<file path="config.mk">
export PLATFORM = sky130hd
export DESIGN_NAME = cmp_stream_tracker
export DESIGN_NICKNAME = d
export VERILOG_FILES = /design/src/rtl/cmp_stream_tracker_pkg.sv /design/src/rtl/cmp_stream_tracker_sat_counter.sv /design/src/rtl/cmp_stream_tracker.sv
export SDC_FILE = /design/constraint.sdc
export NUM_CORES = 1
export LEC_CHECK = 0
export ABC_CLOCK_PERIOD_IN_PS = 1700
export BUFFER_PORTS_ARGS = -buffer_cell sky130_fd_sc_hd__buf_2
export CAP_MARGIN = 25
export CORE_UTILIZATION = 50
export CTS_BUF_LIST = sky130_fd_sc_hd__clkbuf_8
export CTS_CLUSTER_DIAMETER = 60
export DETAILED_ROUTE_END_ITERATION = 6
export PLACE_DENSITY_LB_ADDON = 0.1
export SLEW_MARGIN = 10
export SYNTH_ARGS = -nofsm -noshare
export SYNTH_HDL_FRONTEND = slang
export SYNTH_SLANG_ARGS = --single-unit
</file>
<file path="constraint.sdc">
create_clock -name clk -period 1.7 [get_ports clk]
set_clock_uncertainty 0.05 [all_clocks]
set_input_delay 0.17 -clock clk [delete_from_list [all_inputs] [get_ports clk]]
set_output_delay 0.17 -clock clk [all_outputs]
set_load 0.02 [all_outputs]
</file>
<file path="src/rtl/cmp_stream_tracker_pkg.sv">
// cmp_stream_tracker_pkg: shared types and constants for the comparator stream tracker
//   state_t        : equality-streak FSM encoding (IDLE=0, RUN=1, LOCK=2)
//   outcome_t      : decoded comparator outcome (LT, GT, EQ, or BAD for a non-one-hot sample)
//   STREAK_W       : width of the streak counter
//   decode_outcome : priority decode eq > gt > lt, optionally flagging non-one-hot inputs
package cmp_stream_tracker_pkg;

    localparam int STREAK_W = 8;

    typedef enum logic [1:0] {
        ST_IDLE = 2'd0,
        ST_RUN  = 2'd1,
        ST_LOCK = 2'd2
    } state_t;

    typedef enum logic [1:0] {
        OUT_LT  = 2'd0,
        OUT_GT  = 2'd1,
        OUT_EQ  = 2'd2,
        OUT_BAD = 2'd3
    } outcome_t;

    // flags = {lt, gt, eq}; all-zero falls through to lt unless checking is on
    function automatic outcome_t decode_outcome(input logic [2:0] flags, input logic chk);
        return (chk && !(flags inside {3'b100, 3'b010, 3'b001})) ? OUT_BAD :
               flags[0] ? OUT_EQ :
               flags[1] ? OUT_GT : OUT_LT;
    endfunction

endpackage

</file>
<file path="src/rtl/cmp_stream_tracker_sat_counter.sv">
// sat_counter: saturating up-counter with synchronous clear
//   clk, rst   : clock, synchronous active-high reset
//   clr        : synchronous clear to zero (wins over inc)
//   inc        : increment request; ignored once the count is all-ones
//   count      : current count (registered)
//   at_max     : count is all-ones
module sat_counter #(
    parameter int W = 8
) (
    input  logic         clk,
    input  logic         rst,
    input  logic         clr,
    input  logic         inc,
    output logic [W-1:0] count,
    output logic         at_max
);

    logic [W-1:0] count_q, count_d;

    assign count  = count_q;
    assign at_max = &count_q;

    always_comb begin
        count_d = clr ? '0 : (inc && !at_max) ? count_q + 1'b1 : count_q;
    end

    always_ff @(posedge clk) begin
        if (rst) count_q <= '0;
        else     count_q <= count_d;
    end

endmodule

</file>
<file path="src/rtl/cmp_stream_tracker.sv">
// cmp_stream_tracker: counts comparator outcomes and detects runs of equal results
//   clk, rst                : clock, synchronous active-high reset
//   in_valid / in_ready     : sample handshake; in_ready = !sat & !clr & !rst
//   lt, gt, eq              : comparator flags of the presented sample
//   clr                     : synchronous clear of counters, streak, FSM and sticky flags
//   lt_cnt, gt_cnt, eq_cnt  : saturating per-outcome counters (CNT_W bits)
//   streak                  : consecutive eq count, saturates at 255
//   locked, lock_pulse      : in LOCK state / one-cycle pulse on LOCK entry
//   sat                     : some counter is all-ones (holds until clr/rst)
//   flag_err                : sticky non-one-hot sample seen
// Optional feature: define CMP_TRACK_ONEHOT_CHECK_EN to reject non-one-hot samples.
module cmp_stream_tracker
    import cmp_stream_tracker_pkg::*;
#(
    parameter int CNT_W    = 8,
    parameter int LOCK_LEN = 4
) (
    input  logic                clk,
    input  logic                rst,
    input  logic                in_valid,
    output logic                in_ready,
    input  logic                lt,
    input  logic                gt,
    input  logic                eq,
    input  logic                clr,
    output logic [CNT_W-1:0]    lt_cnt,
    output logic [CNT_W-1:0]    gt_cnt,
    output logic [CNT_W-1:0]    eq_cnt,
    output logic [STREAK_W-1:0] streak,
    output logic                locked,
    output logic                lock_pulse,
    output logic                sat,
    output logic                flag_err
);

    localparam logic [STREAK_W-1:0] LOCK_V = LOCK_LEN[STREAK_W-1:0];

    state_t              state_q, state_d;
    logic [STREAK_W-1:0] streak_q, streak_d;
    logic                lock_pulse_q, lock_pulse_d;
    logic                lt_max, gt_max, eq_max;
    logic                accept;
    outcome_t            outcome;

    // Counters only clear together with sat, so the OR of their at_max
    // flags is already sticky until clr or rst.
    assign sat        = lt_max | gt_max | eq_max;
    assign in_ready   = !sat && !clr && !rst;
    assign accept     = in_valid && in_ready;
    assign streak     = streak_q;
    assign locked     = state_q == ST_LOCK;
    assign lock_pulse = lock_pulse_q;

`ifdef CMP_TRACK_ONEHOT_CHECK_EN
    logic flag_err_q, flag_err_d;

    assign outcome  = decode_outcome({lt, gt, eq}, 1'b1);
    assign flag_err = flag_err_q;

    always_comb begin
        flag_err_d = clr ? 1'b0 : flag_err_q || (accept && outcome == OUT_BAD);
    end

    always_ff @(posedge clk) begin
        if (rst) flag_err_q <= 1'b0;
        else     flag_err_q <= flag_err_d;
    end
`else
    assign outcome  = decode_outcome({lt, gt, eq}, 1'b0);
    assign flag_err = 1'b0;
`endif

    // Any accepted non-eq sample (including a rejected BAD one) breaks the run.
    always_comb begin
        streak_d     = streak_q;
        state_d      = state_q;
        lock_pulse_d = 1'b0;
        if (clr) begin
            streak_d = '0;
            state_d  = ST_IDLE;
        end else if (accept && outcome == OUT_EQ) begin
            streak_d     = (&streak_q) ? streak_q : streak_q + 1'b1;
            lock_pulse_d = state_q == ST_RUN && streak_d == LOCK_V;
            state_d      = (lock_pulse_d || state_q == ST_LOCK) ? ST_LOCK : ST_RUN;
        end else if (accept) begin
            streak_d = '0;
            state_d  = ST_IDLE;
        end
    end

    always_ff @(posedge clk) begin
        if (rst) begin
            state_q      <= ST_IDLE;
            streak_q     <= '0;
            lock_pulse_q <= 1'b0;
        end else begin
            state_q      <= state_d;
            streak_q     <= streak_d;
            lock_pulse_q <= lock_pulse_d;
        end
    end

    sat_counter #(.W(CNT_W)) u_lt_cnt (
        .clk    (clk),
        .rst    (rst),
        .clr    (clr),
        .inc    (accept && outcome == OUT_LT),
        .count  (lt_cnt),
        .at_max (lt_max)
    );

    sat_counter #(.W(CNT_W)) u_gt_cnt (
        .clk    (clk),
        .rst    (rst),
        .clr    (clr),
        .inc    (accept && outcome == OUT_GT),
        .count  (gt_cnt),
        .at_max (gt_max)
    );

    sat_counter #(.W(CNT_W)) u_eq_cnt (
        .clk    (clk),
        .rst    (rst),
        .clr    (clr),
        .inc    (accept && outcome == OUT_EQ),
        .count  (eq_cnt),
        .at_max (eq_max)
    );

endmodule

</file>
---- Word-level counts from Yosys, hierarchy flattened ----
Index checks and enable logic that the tools add are counted.
operators by class
  equality and inequality tests ........... 5
  $add $sub $neg .......................... 4
  multiplexer cells ....................... 8
  reduce and logical (&&, ||, !) cells .... 25
  bitwise operators ....................... 3
operators with widths
  kind                                                 count
  adder 8 x 1 -> 8 bit, second input constant          4
  AND reduction 8 bit                                  4
  2-to-1 mux 8 bit                                     3
  logical AND 1 bit                                    10
  equality test 8 x 3 -> 1 bit, second input constant  1
  2-to-1 mux 2 bit                                     4
  logical NOT 1 bit                                    6
  equality test 2 x 1 -> 1 bit, second input constant  2
  equality test 2 bit, second input constant           2
  OR reduction 3 bit                                   1
  logical NOT 2 bit                                    1
  OR 1 bit                                             2
  nonzero test 2 bit                                   1
  OR reduction 2 bit                                   1
  logical OR 1 bit                                     1
  2-to-1 mux 1 bit                                     1
  NOT 1 bit                                            1
word-level totals
  logic and storage cells ................. 51
  input bits .............................. 7
  flip-flop bits (word level) ............. 35

---- Depth between registers and ports, before layout ----
  depth in word-level cells ............... 10
  gate-level depth with buffers ........... 7
  mapped depth without buffers ............ 6

---- Modules after synthesis ----
A second synthesis with hierarchy kept.
second synthesis, totals
  cell total of the unflattened synthesis .. 224
  area, all modules ....................... 2045.7 µm²
by module, submodules not included
  module              area each (µm²)  sequential area each (µm²)  cells each  instances
  sat_counter         425.4            160.2                       45          3
  cmp_stream_tracker  769.5            220.2                       89          1

---- Worst setup path after synthesis ----
Ideal clock, no wire load.
  path kind ............................... register -> register
  from .................................... register streak_q[0], in the netlist streak[0]
  to ...................................... register state_q[1]
  data arrival time ....................... 1.893 ns
  period minus slack after synthesis ...... 2.016 ns
  path slack .............................. -0.316 ns
  stages on the path, launching flop included .. 6
  cell sequence ........................... dfxtp_1 -> ha_1 -> or4_1 -> a211o_1 -> or2_1 -> o22ai_2
on the way
  longest elaborated chain between the ends .. 7
  elaborated cells between the ends (all ways) .. 8
  those cells by class .................... add/sub: 1; eq/ne: 1; mux: 3; reduce/logical: 3
ends and longest elaborated chain
  element                                                      RTL line                  RTL
  start: declaration                                           cmp_stream_tracker.sv:39  logic [STREAK_W-1:0] streak_q, streak_d;
  start signal: assignment                                     cmp_stream_tracker.sv:98  streak_q <= streak_d;
  adder 8 x 1 -> 8 bit or AND reduction 8 bit (tied branches)  cmp_stream_tracker.sv:82  streak_d = (&streak_q) ? streak_q : streak_q + 1'b1;
  2-to-1 mux 8 bit (*)                                         cmp_stream_tracker.sv:82
  equality test 8 x 3 -> 1 bit (*)                             cmp_stream_tracker.sv:83  lock_pulse_d = state_q == ST_RUN && streak_d == LOCK_V;
  logical AND 1 bit (*)                                        cmp_stream_tracker.sv:83
  logical OR 1 bit (*)                                         cmp_stream_tracker.sv:84  state_d = (lock_pulse_d || state_q == ST_LOCK) ? ST_LOCK : ST_RUN;
  2-to-1 mux 2 bit (*)                                         cmp_stream_tracker.sv:84
  2-to-1 mux 2 bit (*)                                         cmp_stream_tracker.sv:81  end else if (accept && outcome == OUT_EQ) begin
  end signal: assignment                                       cmp_stream_tracker.sv:97  state_q <= state_d;
  end: declaration                                             cmp_stream_tracker.sv:38  state_t state_q, state_d;
Every way passes the cells marked *; elsewhere a longest branch is shown, timed or not.
A chain may end at the register's enable or synchronous reset.

---- Final worst setup path ----
  from .................................... register streak_q[1], in the netlist streak[1]
  to ...................................... register state_q[1]
Same word-level chain as after synthesis.

==> reports/metrics.csv <==
stage,metric,value,unit
cells_and_area,Finished Layout Cells,358,
grt,number of global-route vias before repair,1863,
clock_network,TritonCTS clock tree,yes,
job,max cap viols,0,
sta,Final Max Tran Viols,0,
setup_path,r2r setup slk,-0.04,ns
setup_path,CP max-delay cell,or4_4,
cells_and_area,fin util,78.21,%
pwr,Pwr Density,566.9,mW/mm²
floorplanning,die width,62.63,µm
yosys,"Avg Cell Area, Syn",8.026,µm²
cells_and_area,fin nets,322,
setup_path,CP cell instances,"ha_4, or4_4, a211o_1, or2_1, o22ai_2",
sta,final worst-path cycle share,102.6,%
setup_path,WP buf/inv,0,
placed_design,dpl ws,-0.06931,ns
cells_and_area,antenna cells,0,
setup_path,critical path class,register to register,
cells_and_area,"Area growth, synth to finish",45.34,%
sta,Fmax,0.5733,GHz
setup_path,Setup crit end kind,register,
routing,Vias/cell,5.581,
cells_and_area,layout cells sized above 1,43.91,%
cells_and_area,Fill cells,251,
placed_design,IO Port Bufs,41,
setup_path,Critical Path AT,1.91,ns
routing,DR pass1 iterations,4,
floorplanning,starting density of the core,53.81,%
clock_network,worst skew pair latency,0.29,ns
yosys,ranking of synthesized cells by area,"dfxtp_1 38%, xnor2_1 10%, nand3_1 5.7%",
floorplanning,IO Count,44,
yosys,Post-Syn Area,0.001838,mm²
yosys,Post-Syn Instances,229,
routing,number of remaining DRC errors,0,
pwr,Max rail drop VDD,0.4952,mV
yosys,area fraction of the dominant cell type after synthesis,38.12,%
placed_design,placed cells,349,
grt,initial antenna violation count,0,
yosys,Netlist cell types,46,
sta,final worst path period need,1.744,ns
sta,Fin Hold WS,0.2406,ns
clock_network,clk buf depth,2,
setup_path,CP max stage delay,0.40,ns
clock_network,Worst-path clk slew,0.08,ns
sta,final worst slack,-0.04440,ns
yosys,Syn. warnings,0,
floorplanning,Core Rows,21,
yosys,Async SR Flop Fraction,0,%
grt,largest net degree at the start of global routing,16,
yosys,Post-synth EDFFs,0,
clock_network,H-tree depth,2,
sta,RSZ-0062 raised after global routing,yes,
routing,vias post-DR,1998,
setup_path,CP max FO,3,
clock_network,# hold bufs at CTS,0,
status,outcome,"complete, but fails checks",
sta,Fin. Hold Viols,0,
routing,average wire per standard cell,13.92,µm
yosys,synthesized net count,240,
placed_design,gp weighted congestion,0.8469,
routing,Post-DRT Antenna Nets,0,
routing,DR iter-0 viols,139,
yosys,most frequent cell after synthesis,dfxtp_1,
yosys,#FFs+latches synth,35,
clock_network,root buf cell,clkbuf_8,
yosys,"Seq/Total Area, Yosys",38.12,%
grt,Tot GR Track Use,26.42,%
worst_hold_path,Hold Crit Class,input pin to register,
clock_network,clk sinks,35,
yosys,Synth area leader,dfxtp_1,
pwr,Leak,1.065,nW
grt,grt total ovfl,0,
routing,final wirelength,4983,µm
floorplanning,die area,0.003923,mm²
setup_path,Critical Path Start Type,register,
setup_path,Worst Path Required,1.87,ns
floorplanning,Die Ht,62.63,µm
grt,first-pass GRT wire length,8349,µm
yosys,Most used DFF post-synth,dfxtp_1,
yosys,Synth top cells by count,"35 x dfxtp_1, 28 x nor2_1, 21 x nand3_1, 21 x xnor2_1, 17 x nand2_1",
clock_network,CTS Buf Count,5,
status,failing checks,setup timing,
placed_design,HPWL after DPL,3368,µm
sta,Final setup violation count,2,
setup_path,Crit path max-delay family,simple AND/OR/NAND/NOR gates,
floorplanning,core area,0.003416,mm²
[through the flow]
| stage | cell area, µm² | power [mW] | setup TNS [ns] |
|---|---|---|---|
| floorplan | 1924 | 0.8740 | -0.04056 |
| global placement | 2466 | 0.9032 | 0 |
| detailed placement | 2466 | 0.9037 | -0.08162 |
| CTS | 2587 | 1.518 | -0.08393 |
| global route | 2671 | 1.563 | -0.4362 |
| finish | 2671 | 1.514 | -0.08129 |
[placed cells by master, fill, tap and decap left out, drive strengths merged, types with 2 or more instances in the layout]
master and instances:
buf 87, dfxtp 35, ha 4, xnor2 21, or3 2, o22ai 2
a41oi 2, a21oi 12, or2 3, nand3 21, and3 4, inv 8
nor2 28, nand2 17, o21ai 6, clkbuf 6, nand4 7, o211ai 3
nor4 7, nor3 13, a211oi 2
[layout make-up]
cell class | instances | area [µm²] | share of cell area, %
multi-input combinational | 175 | 1195 | 44.73
sequential | 35 | 738.2 | 27.63
timing repair buffer | 87 | 563.0 | 21.08
clock buffer | 6 | 82.58 | 3.091
tap | 46 | 57.56 | 2.155
inverter | 7 | 26.28 | 0.9836
clock inverter | 2 | 8.758 | 0.3279
[layer usage]
layer,vias to the layer above,track usage [%],part of all wire (%),routed length (µm)
met5,-,0,0,0
met1,937,33.37,44,2198
li1,984,-,-,-
met4,0,12.50,1.4,72
met3,8,3.285,5.1,256
met2,69,44.43,49,2456
[cell families (layout without fill, tap and decap cells)]
logic type / Yosys count / after routing / synth area share, %
AO/OA/AOI/OAI: 36 / 36 / 12.87
XOR/XNOR: 21 / 21 / 10.01
adder cells (fa/ha/maj): 4 / 4 / 2.723
buffers and inverters: 19 / 102 / 4.493
flip-flops: 35 / 35 / 38.12
multiplexers: 1 / 1 / 0.5446
other: 1 / 1 / 0.2040
AND/OR/NAND/NOR: 112 / 112 / 31.04
[flip-flops by register name, summed over array words and instances, names as in the netlist]
| register | flops |
|---|---|
| state_q | 2 |
| lock_pulse | 1 |
| u_eq_cnt.count | 8 |
| u_lt_cnt.count | 8 |
| u_gt_cnt.count | 8 |
| streak | 8 |
[power breakdown]
group / leakage (nW) / switching (mW) / internal, mW
clock network: 0.0524 / 0.302 / 0.321
logic: 0.721 / 0.0509 / 0.0288
registers: 0.292 / 0.00165 / 0.810
[tightest hold or removal path: cells and delay by family]
family / cells / cell delay (ns)
and+or+nand+nor: 2 / 0.17
AOI/OAI and AO/OA: 1 / 0.08
buffers and inverters: 1 / 0.11
[timing repair]
action,4_1_cts,5_1_grt
setup buffers,1,0
pin swaps,4,4
setup endpoints to repair,5,16
gates resized for setup,6,18
[final timing paths]
kind / end / cells after the start / start
setup / recovery: state_q[1] / 5 / streak[1]
hold / removal: streak[0] / 4 / in_valid
setup reg to reg: state_q[1] / 5 / streak[1]
hold reg to reg: streak[0] / 1 / streak[0]
No activity file was read; power rests on OpenSTA's default activity.
